--- config.mk ---
export PLATFORM = sky130hd
export DESIGN_NAME = conv_ctrl_gen_flat
export DESIGN_NICKNAME = d
export VERILOG_FILES = /design/src/rtl/conv_pkg.sv /design/src/rtl/conv_ctrl_gen_if.sv /design/src/rtl/conv_ctrl_gen_coeff_shift_reg.sv /design/src/rtl/conv_ctrl_gen.sv /design/src/flat_wrapper.sv
export SDC_FILE = /design/constraint.sdc
export NUM_CORES = 1
export LEC_CHECK = 0
export ABC_AREA = 1
export BUFFER_PORTS_ARGS = -buffer_cell sky130_fd_sc_hd__buf_2
export CORE_MARGIN = 4
export CORE_UTILIZATION = 40
export CTS_CLUSTER_SIZE = 16
export DETAILED_ROUTE_END_ITERATION = 10
export PLACE_DENSITY = 0.59
export RECOVER_POWER = 25
export SYNTH_ARGS = -nofsm -noshare
export SYNTH_HDL_FRONTEND = slang
export SYNTH_SLANG_ARGS = --single-unit
--- constraint.sdc ---
create_clock -name clk -period 1.82 [get_ports clk]
set_input_delay 0.364 -clock clk [delete_from_list [all_inputs] [get_ports clk]]
set_output_delay 0.364 -clock clk [all_outputs]
set_load 0.005 [all_outputs]
--- src/rtl/conv_pkg.sv ---
// Shared types and width helpers for the streaming convolution control unit.
package conv_pkg;

  typedef enum logic [3:0] {
    sRESET  = 4'b0001,
    sIDLE   = 4'b0010,
    sLOADC  = 4'b0100,
    sSTREAM = 4'b1000
  } state_e;

  localparam int unsigned DEF_IMG_W  = 32;
  localparam int unsigned DEF_IMG_H  = 32;
  localparam int unsigned DEF_K      = 3;
  localparam int unsigned DEF_COEF_W = 8;
  localparam int unsigned DEF_KK     = DEF_K * DEF_K;

  // A counter over n values needs at least one bit even when n is 1.
  function automatic int unsigned cnt_w(input int unsigned n);
    return (n > 1) ? $clog2(n) : 1;
  endfunction

  function automatic int unsigned kk(input int unsigned k);
    return k * k;
  endfunction

  function automatic int unsigned row_w(input int unsigned img_h);
    return cnt_w(img_h);
  endfunction

  function automatic int unsigned col_w(input int unsigned img_w);
    return cnt_w(img_w);
  endfunction

  function automatic int unsigned coef_cnt_w(input int unsigned k);
    return cnt_w(kk(k));
  endfunction

endpackage

--- src/rtl/conv_ctrl_gen_if.sv ---
// Handshake and status bundle between a pixel/coefficient source and conv_ctrl_gen.
interface conv_ctrl_gen_if
  import conv_pkg::*;
#(
  parameter int unsigned IMG_W  = DEF_IMG_W,
  parameter int unsigned IMG_H  = DEF_IMG_H,
  parameter int unsigned K      = DEF_K,
  parameter int unsigned COEF_W = DEF_COEF_W
) ();

  localparam int unsigned FILT_W = kk(K) * COEF_W;
  localparam int unsigned ROW_W  = row_w(IMG_H);
  localparam int unsigned COL_W  = col_w(IMG_W);

  logic              coeff_load;
  logic              coeff_valid;
  logic [COEF_W-1:0] coeff_in;
  logic              data_load;
  logic              data_write;
  logic              enable;
  logic [FILT_W-1:0] filter;
  logic [ROW_W-1:0]  row;
  logic [COL_W-1:0]  col;
  logic              busy;
  logic              frame_done;

  modport master (
    output coeff_load, coeff_valid, coeff_in, data_load,
    input  data_write, enable, filter, row, col, busy, frame_done
  );

  modport slave (
    input  coeff_load, coeff_valid, coeff_in, data_load,
    output data_write, enable, filter, row, col, busy, frame_done
  );

endinterface

--- src/rtl/conv_ctrl_gen_coeff_shift_reg.sv ---
// Serial K*K coefficient loader: first accepted coefficient ends in the top slice.
module coeff_shift_reg
  import conv_pkg::*;
#(
  parameter int unsigned K      = DEF_K,
  parameter int unsigned COEF_W = DEF_COEF_W
) (
  input  logic                     clk,
  input  logic                     rst,
  input  logic                     i_load,
  input  logic                     i_valid,
  input  logic [COEF_W-1:0]        i_coeff,
  output logic [kk(K)*COEF_W-1:0]  o_kernel,
  output logic                     o_last
);

  localparam int unsigned KK    = kk(K);
  localparam int unsigned KW    = KK * COEF_W;
  localparam int unsigned CNT_W = coef_cnt_w(K);
  localparam logic [CNT_W-1:0] CNT_LAST = CNT_W'(KK - 1);

  logic [KW-1:0]    r_kernel;
  logic [CNT_W-1:0] r_cnt;

  assign o_last   = i_valid && (r_cnt == CNT_LAST);
  assign o_kernel = r_kernel;

  // NOTE: state is written with <= so every flop samples pre-edge values; = here would chain updates within one edge.
  always_ff @(posedge clk) begin
    if (rst) begin
      // NOTE: the kernel is a small flop bank, not a RAM, so clearing it on reset is cheap and keeps filter defined.
      r_kernel <= '0;
      r_cnt    <= '0;
    end else if (i_load) begin
      r_cnt <= '0;
    end else if (i_valid) begin
      r_kernel <= {r_kernel[KW-COEF_W-1:0], i_coeff};
      r_cnt    <= o_last ? '0 : r_cnt + CNT_W'(1);
    end
  end

endmodule

--- src/rtl/conv_ctrl_gen.sv ---
// Convolution filter controller: kernel load, raster pixel counting, window enable.
// Define CONV_AUTO_REARM_EN to keep streaming frames with the same kernel after frame end.
module conv_ctrl_gen
  import conv_pkg::*;
#(
  parameter int unsigned IMG_W  = DEF_IMG_W,
  parameter int unsigned IMG_H  = DEF_IMG_H,
  parameter int unsigned K      = DEF_K,
  parameter int unsigned COEF_W = DEF_COEF_W
) (
  input logic             clk,
  input logic             rst,
  conv_ctrl_gen_if.slave  bus
);

  localparam int unsigned KW    = kk(K) * COEF_W;
  localparam int unsigned ROW_W = row_w(IMG_H);
  localparam int unsigned COL_W = col_w(IMG_W);

  localparam logic [ROW_W-1:0] ROW_LAST = ROW_W'(IMG_H - 1);
  localparam logic [COL_W-1:0] COL_LAST = COL_W'(IMG_W - 1);
  localparam logic [ROW_W-1:0] ROW_WIN  = ROW_W'(K - 1);
  localparam logic [COL_W-1:0] COL_WIN  = COL_W'(K - 1);

  state_e           r_state;
  state_e           w_state_nxt;
  logic [ROW_W-1:0] r_row;
  logic [COL_W-1:0] r_col;
  logic             r_enable;
  logic             r_frame_done;

  logic             w_live;
  logic             w_in_stream;
  logic             w_in_loadc;
  logic             w_accept;
  logic             w_last_col;
  logic             w_last_row;
  logic             w_frame_end;
  logic             w_in_window;
  logic             w_reload;
  logic             w_coef_clear;
  logic             w_coef_valid;
  logic             w_coef_last;
  logic [KW-1:0]    w_kernel;

  // Gating with rst forces every combinational output to 0 during the reset cycle itself.
  assign w_live      = !rst;
  assign w_in_stream = w_live && (r_state == sSTREAM);
  assign w_in_loadc  = w_live && (r_state == sLOADC);

  assign w_accept    = w_in_stream && bus.data_load;
  assign w_last_col  = (r_col == COL_LAST);
  assign w_last_row  = (r_row == ROW_LAST);
  assign w_frame_end = w_accept && w_last_row && w_last_col;
  assign w_in_window = (r_row >= ROW_WIN) && (r_col >= COL_WIN);

  // Reload only between frames, so a partially streamed frame never sees a kernel swap.
  assign w_reload     = w_in_stream && bus.coeff_load && !bus.data_load
                        && (r_row == '0) && (r_col == '0);
  assign w_coef_clear = (w_live && (r_state == sIDLE) && bus.coeff_load) || w_reload;
  assign w_coef_valid = w_in_loadc && bus.coeff_valid;

  coeff_shift_reg #(
    .K      (K),
    .COEF_W (COEF_W)
  ) u_coeff (
    .clk      (clk),
    .rst      (rst),
    .i_load   (w_coef_clear),
    .i_valid  (w_coef_valid),
    .i_coeff  (bus.coeff_in),
    .o_kernel (w_kernel),
    .o_last   (w_coef_last)
  );

  always_comb begin
    // NOTE: defaulting the next state first means no path through the case leaves it unassigned, so no latch.
    w_state_nxt = r_state;
    case (r_state)
      sRESET:  w_state_nxt = sIDLE;
      sIDLE:   if (bus.coeff_load) w_state_nxt = sLOADC;
      sLOADC:  if (w_coef_last) w_state_nxt = sSTREAM;
      sSTREAM: begin
        if (w_reload) begin
          w_state_nxt = sLOADC;
        end else if (w_frame_end) begin
`ifdef CONV_AUTO_REARM_EN
          w_state_nxt = sSTREAM;
`else
          w_state_nxt = sIDLE;
`endif
        end
      end
      default: w_state_nxt = sRESET;
    endcase
  end

  always_ff @(posedge clk) begin
    if (rst) begin
      r_state      <= sRESET;
      r_row        <= '0;
      r_col        <= '0;
      r_enable     <= 1'b0;
      r_frame_done <= 1'b0;
    end else begin
      r_state      <= w_state_nxt;
      r_enable     <= w_accept && w_in_window;
      r_frame_done <= w_frame_end;
      if (w_accept) begin
        if (w_last_col) begin
          r_col <= '0;
          r_row <= w_last_row ? '0 : r_row + ROW_W'(1);
        end else begin
          r_col <= r_col + COL_W'(1);
        end
      end
    end
  end

  assign bus.data_write = w_accept;
  assign bus.enable     = r_enable;
  assign bus.frame_done = r_frame_done;
  assign bus.filter     = w_in_stream ? w_kernel : '0;
  assign bus.row        = r_row;
  assign bus.col        = r_col;
  assign bus.busy       = w_in_stream || w_in_loadc;

endmodule
--- src/flat_wrapper.sv ---
// flat-port wrapper written by rule: the top's interface ports become plain ports
module conv_ctrl_gen_flat import conv_pkg::*;
#(
  parameter int unsigned IMG_W  = DEF_IMG_W,
  parameter int unsigned IMG_H  = DEF_IMG_H,
  parameter int unsigned K      = DEF_K,
  parameter int unsigned COEF_W = DEF_COEF_W
)
  (clk, rst, bus_coeff_load, bus_coeff_valid, bus_coeff_in, bus_data_load, bus_data_write, bus_enable, bus_filter, bus_row, bus_col, bus_busy, bus_frame_done);
  conv_ctrl_gen_if #(.IMG_W(IMG_W), .IMG_H(IMG_H), .K(K), .COEF_W(COEF_W)) bus_i ();
  input logic clk;
  input logic rst;
  input wire logic [$bits(bus_i.coeff_load)-1:0] bus_coeff_load;
  input wire logic [$bits(bus_i.coeff_valid)-1:0] bus_coeff_valid;
  input wire logic [$bits(bus_i.coeff_in)-1:0] bus_coeff_in;
  input wire logic [$bits(bus_i.data_load)-1:0] bus_data_load;
  output wire logic [$bits(bus_i.data_write)-1:0] bus_data_write;
  output wire logic [$bits(bus_i.enable)-1:0] bus_enable;
  output wire logic [$bits(bus_i.filter)-1:0] bus_filter;
  output wire logic [$bits(bus_i.row)-1:0] bus_row;
  output wire logic [$bits(bus_i.col)-1:0] bus_col;
  output wire logic [$bits(bus_i.busy)-1:0] bus_busy;
  output wire logic [$bits(bus_i.frame_done)-1:0] bus_frame_done;
  assign bus_i.coeff_load = bus_coeff_load;
  assign bus_i.coeff_valid = bus_coeff_valid;
  assign bus_i.coeff_in = bus_coeff_in;
  assign bus_i.data_load = bus_data_load;
  assign bus_data_write = bus_i.data_write;
  assign bus_enable = bus_i.enable;
  assign bus_filter = bus_i.filter;
  assign bus_row = bus_i.row;
  assign bus_col = bus_i.col;
  assign bus_busy = bus_i.busy;
  assign bus_frame_done = bus_i.frame_done;
  conv_ctrl_gen #(.IMG_W(IMG_W), .IMG_H(IMG_H), .K(K), .COEF_W(COEF_W)) u_core (.clk(clk), .rst(rst), .bus(bus_i));
endmodule
After elaboration in Yosys (flattened, before gate mapping)
Index checks and enable logic that the tools add are counted.
{ "word_totals": {"reg_bits": 92, "word_cells": 57} }
{ "classes": {"reduce_logical": 25, "n_eq_ne": 10, "n_lt_le_gt_ge": 2, "n_bitwise": 1, "add_sub_neg": 3, "muxes": 9} }
{ "op_table": {"columns": ["cell", "count"], "rows": [
  ["$mux 72", 1],
  ["$mux 4", 5],
  ["$pmux 4 s4", 1],
  ["$logic_and 1x1->1", 15],
  ["$add 5x1->5 const B", 2],
  ["$eq 5x5->1 const B", 2],
  ["$ge 5x2->1 const B", 2],
  ["$logic_not 5->1", 2],
  ["$mux 5", 2],
  ["$eq 4x4->1 const B", 2],
  ["$add 4x1->4 const B", 1],
  ["$eq 4x1->1 const B", 1],
  ["$eq 4x2->1 const B", 1],
  ["$eq 4x3->1 const B", 1],
  ["$ne 2x2->1 const B", 2],
  ["$reduce_and 2->1", 2],
  ["$ne 3x1->1 const B", 1],
  ["$reduce_and 3->1", 1],
  ["$logic_not 1->1", 2],
  ["$logic_or 1x1->1", 2],
  ["$reduce_or 2->1", 1],
  ["$not 1->1", 1]
]} }

Depth between registers and ports, before layout
{ "logic_depth": {"word_depth": 9, "ltp_mapped": 12} }

Cells and area by module
Synthesis repeated with hierarchy kept, for this count alone.
{ "unflattened": {"cells_unflattened": 619, "hier_area_um2": 4239.1} }
{ "by_module_without_submodules": {"columns": ["mod", "instances", "area_each_um2", "cells_per_inst"], "rows": [
  ["coeff_shift_reg", 1, 2721.4, 345],
  ["conv_ctrl_gen", 1, 1517.7, 274]
]} }

Least setup slack after synthesis
Ideal clock, no wire load.
{ "synth_timing": {"path_type": "register -> output", "startpoint": "reg u_core.r_state[0]", "endpoint": "out bus_filter[62]", "arrival_time_ns": 1.124, "path_slack_ns": 0.332, "n_path_buf": 2, "t_required_ns": 1.456, "path_stages_with_launch": 6, "cell_sequence": "dfxtp_1 -> nor2_1 -> nand3_2 -> buf_2 -> buf_2 -> nor2_1"} }
{ "synth_between": {"elab_chain_len": 3} }
{ "synth_rtl": {"columns": ["item", "line_no", "rtl"], "rows": [
  ["from (decl)", "conv_ctrl_gen.sv:25", "state_e r_state;"],
  ["from (signal assigned)", "conv_ctrl_gen.sv:100", "r_state <= sRESET;"],
  ["from (signal assigned)", "conv_ctrl_gen.sv:106", "r_state <= w_state_nxt;"],
  ["$eq 4x4->1", "conv_ctrl_gen.sv:48", "assign w_in_stream = w_live && (r_state == sSTREAM);"],
  ["$logic_and 1x1->1", "conv_ctrl_gen.sv:48", null],
  ["$mux 72", "conv_ctrl_gen.sv:123", "assign bus.filter = w_in_stream ? w_kernel : '0;"],
  ["to (decl)", "flat_wrapper.sv:19", "output wire logic [$bits(bus_i.filter)-1:0] bus_filter;"]
]} }
No other way between the ends.

Worst setup path in the final report
{ "layout_timing": {"startpoint": "reg u_core.r_state[1]", "endpoint": "out bus_filter[37]"} }
Same word-level chain as after synthesis.

==> summary.md <==
| Metric | Value |
|---|---|
| Total wire length | `9630 µm` |
| Worst R2R Path Depth | `9` |
| Setup TNS | `-0.0105 ns` |
| Min-delay src | `rst` |
| Synth cell types | `25` |
| Crit end category | `output port` |
| Largest net degree at the start of global routing | `56` |
| Post-Syn Nets | `570` |
| Clock skew | `0.0107 ns` |
| Final Cycle Share | `101%` |
| Hold depth | `2` |
| Pwr dens | `739 nW/µm²` |
| Most numerous cell in the Yosys netlist | `inv_1` |
| Outcome | `finished, violations left` |
| Fraction of registers with async set/reset | `0%` |
| H-tree depth | `3` |
| Worst r2r dst | `u_core.u_coeff.o_kernel[15]` |
| Reg-to-Reg Start | `u_core.r_state[3]` |
| Peak supply drop | `0.300 mV` |
| Fmax | `546 MHz` |
| Worst-path clk slew | `0.09 ns` |
| Worst-skew pair later-pin latency | `0.35 ns` |
| Failing checks | `negative setup slack` |
| Placed insts | `757` |
| Initial Utilization | `41.1%` |
| DR vias/cell | `4.73` |
| Remaining antenna violation count | `0` |
| Die area | `11700 µm²` |
| Avg Cell Area, Syn | `7.31 µm²` |
| WP data required | `1.46 ns` |
| Design Power | `3.68 mW` |
| Drt initial violations | `113` |
| Final cell count without fillers | `779` |
| Root buffer cell | `clkbuf_8` |
| Worst-margin pin slew | `0.461 ns` |
| Final min period | `1.83 ns` |
| Hold Path End | `u_core.r_state[3]` |
| Yosys top cell area share | `46.1%` |
| Wirelength per Cell | `12.4 µm` |
| CTS Buf Count | `9` |
| Residual DRC | `0` |
| Tightest Hold Check Type | `in2reg` |
| Die Wd | `108 µm` |
| CTS sink cnt | `92` |
| P&R area growth vs syn | `24.5%` |
| Antenna violations before repair | `0` |
| Fin. max-slew vios | `0` |
| Hold_ws | `0.189 ns` |
| Seq/Total Area, Yosys | `46.1%` |
| Crit path DAT | `1.47 ns` |
| Vias in the first global route | `3549` |
| Grt ovf | `0` |
| Share of post-route cells with drive strength above 1 | `24.6%` |
| # rows | `36` |
| Top cells by count, synth | `97 x inv_1, 92 x dfxtp_1, 90 x nor2_1` |
| Critical path class | `reg2out` |
| DRT Pass-1 Iters | `4` |
| YS warnings | `0` |
| Via Count | `3684` |
| Slew margin rel. | `69.3%` |
| HPWL Detailed | `6920 µm` |
| MaxCap Viol Count | `0` |
| CORE AREA | `9730 µm²` |
| Pre-CTS setup slack | `0.137 ns` |
| Mapped cell area | `4000 µm²` |
| Finish-stage setup viols | `1` |
| Fin. Hold Viols | `0` |
| Synth area leader | `dfxtp_1` |
| Critical path launch point type | `flop` |
| Synthesized flop and latch total | `92` |
| CTS Hold Bufs | `0` |
| Routability Congestion | `0.842` |
| Fin area | `4970 µm²` |
| Cells after Synth | `547` |
| Top-Level Pins | `99` |
| R2R setup slack | `0.11 ns` |
| CTS max path bufs | `2` |
| Static leakage | `2.09 nW` |
| Diodes inserted | `0` |
| Critical Path Fanout Max | `29` |
| Fin util | `51.1%` |
| First-pass GRT wire length | `15900 µm` |
| CTS tree | `done` |
| Final net count | `664` |
| Main synth FF type | `dfxtp_1` |
| I/O Buffers | `98` |
| Synth area leaders | `dfxtp_1 46%, a21oi_1 10%, inv_1 9.1%` |
| Chip height | `108 µm` |
| GRT Total Usage | `16.8%` |
| Post-synth EDFFs | `0` |
| RSZ-0062 raised after global routing | `true` |
| Setup ws final | `-0.0105 ns` |
| Placed Area | `4690 µm²` |
==> metal layers <==
layer | global-route usage [%] | part of all wire, %
met4 | 5.41 | 0.76
met1 | 22.2 | 47
met5 | 0 | 0
met3 | 4.06 | 5.6
met2 | 27.3 | 46
==> layout make-up <==
class,instances,area [µm²]
clock buffers,10,128
multi-input cells,323,1690
flip-flops and latches,92,1850
fillers,1024,4750
inverters,99,372
well taps,133,166
repair buffers,116,709
clock inverters,6,62.6
==> power breakdown <==
| part | internal [mW] | switching, mW | total, mW |
|---|---|---|---|
| clock network | 0.636 | 0.711 | 1.35 |
| registers | 2.05 | 0.0430 | 2.10 |
| logic | 0.0880 | 0.145 | 0.233 |
| total | 2.78 | 0.899 | 3.68 |
==> cell usage in the layout, fill, tap and decap left out, types with 6 or more instances in the layout <==
| cell | instances |
|---|---|
| nand2_1 | 27 |
| o21ai_1 | 26 |
| nand3_1 | 6 |
| nor2_2 | 12 |
| buf_4 | 8 |
| o21ai_0 | 52 |
| inv_1 | 95 |
| ha_1 | 10 |
| dfxtp_1 | 88 |
| buf_2 | 95 |
| nor2_1 | 76 |
| nor3_1 | 13 |
| clkbuf_8 | 9 |
| a21oi_1 | 80 |
==> critical path, stage by stage, from the launching register on <==
cell and delay [ns]:
dfxtp_2 0.36, nor2_4 0.14, nand3_4 0.13, buf_12 0.20
nor2_2 0.14, buf_2 0.13
==> flip-flops by register name (all words and copies together), names as in the netlist <==
register / count
u_core.u_coeff.r_cnt: 4
u_core.bus.row: 5
u_core.u_coeff.o_kernel: 72
u_core.bus.col: 5
u_core.r_state: 4
u_core.bus.enable: 1
u_core.bus.frame_done: 1
==> cells by family (layout without fill, tap and decap cells) <==
kind of cell	after synthesis	count (layout)	synth area share (%)
and+or+nand+nor	149	149	16.5
DFF	92	92	46.1
xor gates and xnor gates	3	3	0.658
AOI/OAI and AO/OA	161	161	20.5
buffers and inverters	132	231	13.2
adders and majority gates	10	10	3.13
==> worst max path at each step <==
stage | startpoint | end | cells past startpoint
finish | u_core.r_state[1] | bus_filter[37] | 5
global route | u_core.r_state[1] | bus_filter[45] | 5
CTS | u_core.r_state[1] | bus_filter[38] | 5
detailed placement | rst | u_core.r_state[2] | 10
global placement | rst | u_core.r_state[2] | 10
floorplan | u_core.r_state[0] | bus_filter[62] | 5
==> timing repair <==
item                                    4_1_cts  5_1_grt
setup buffers                                 2        3
resized for setup                            18        9
endpoints found under the setup margin       74       80
gates cloned                                  0        1
pin swaps                                     4        0
Note: power is estimated with default switching activity, not from simulation.
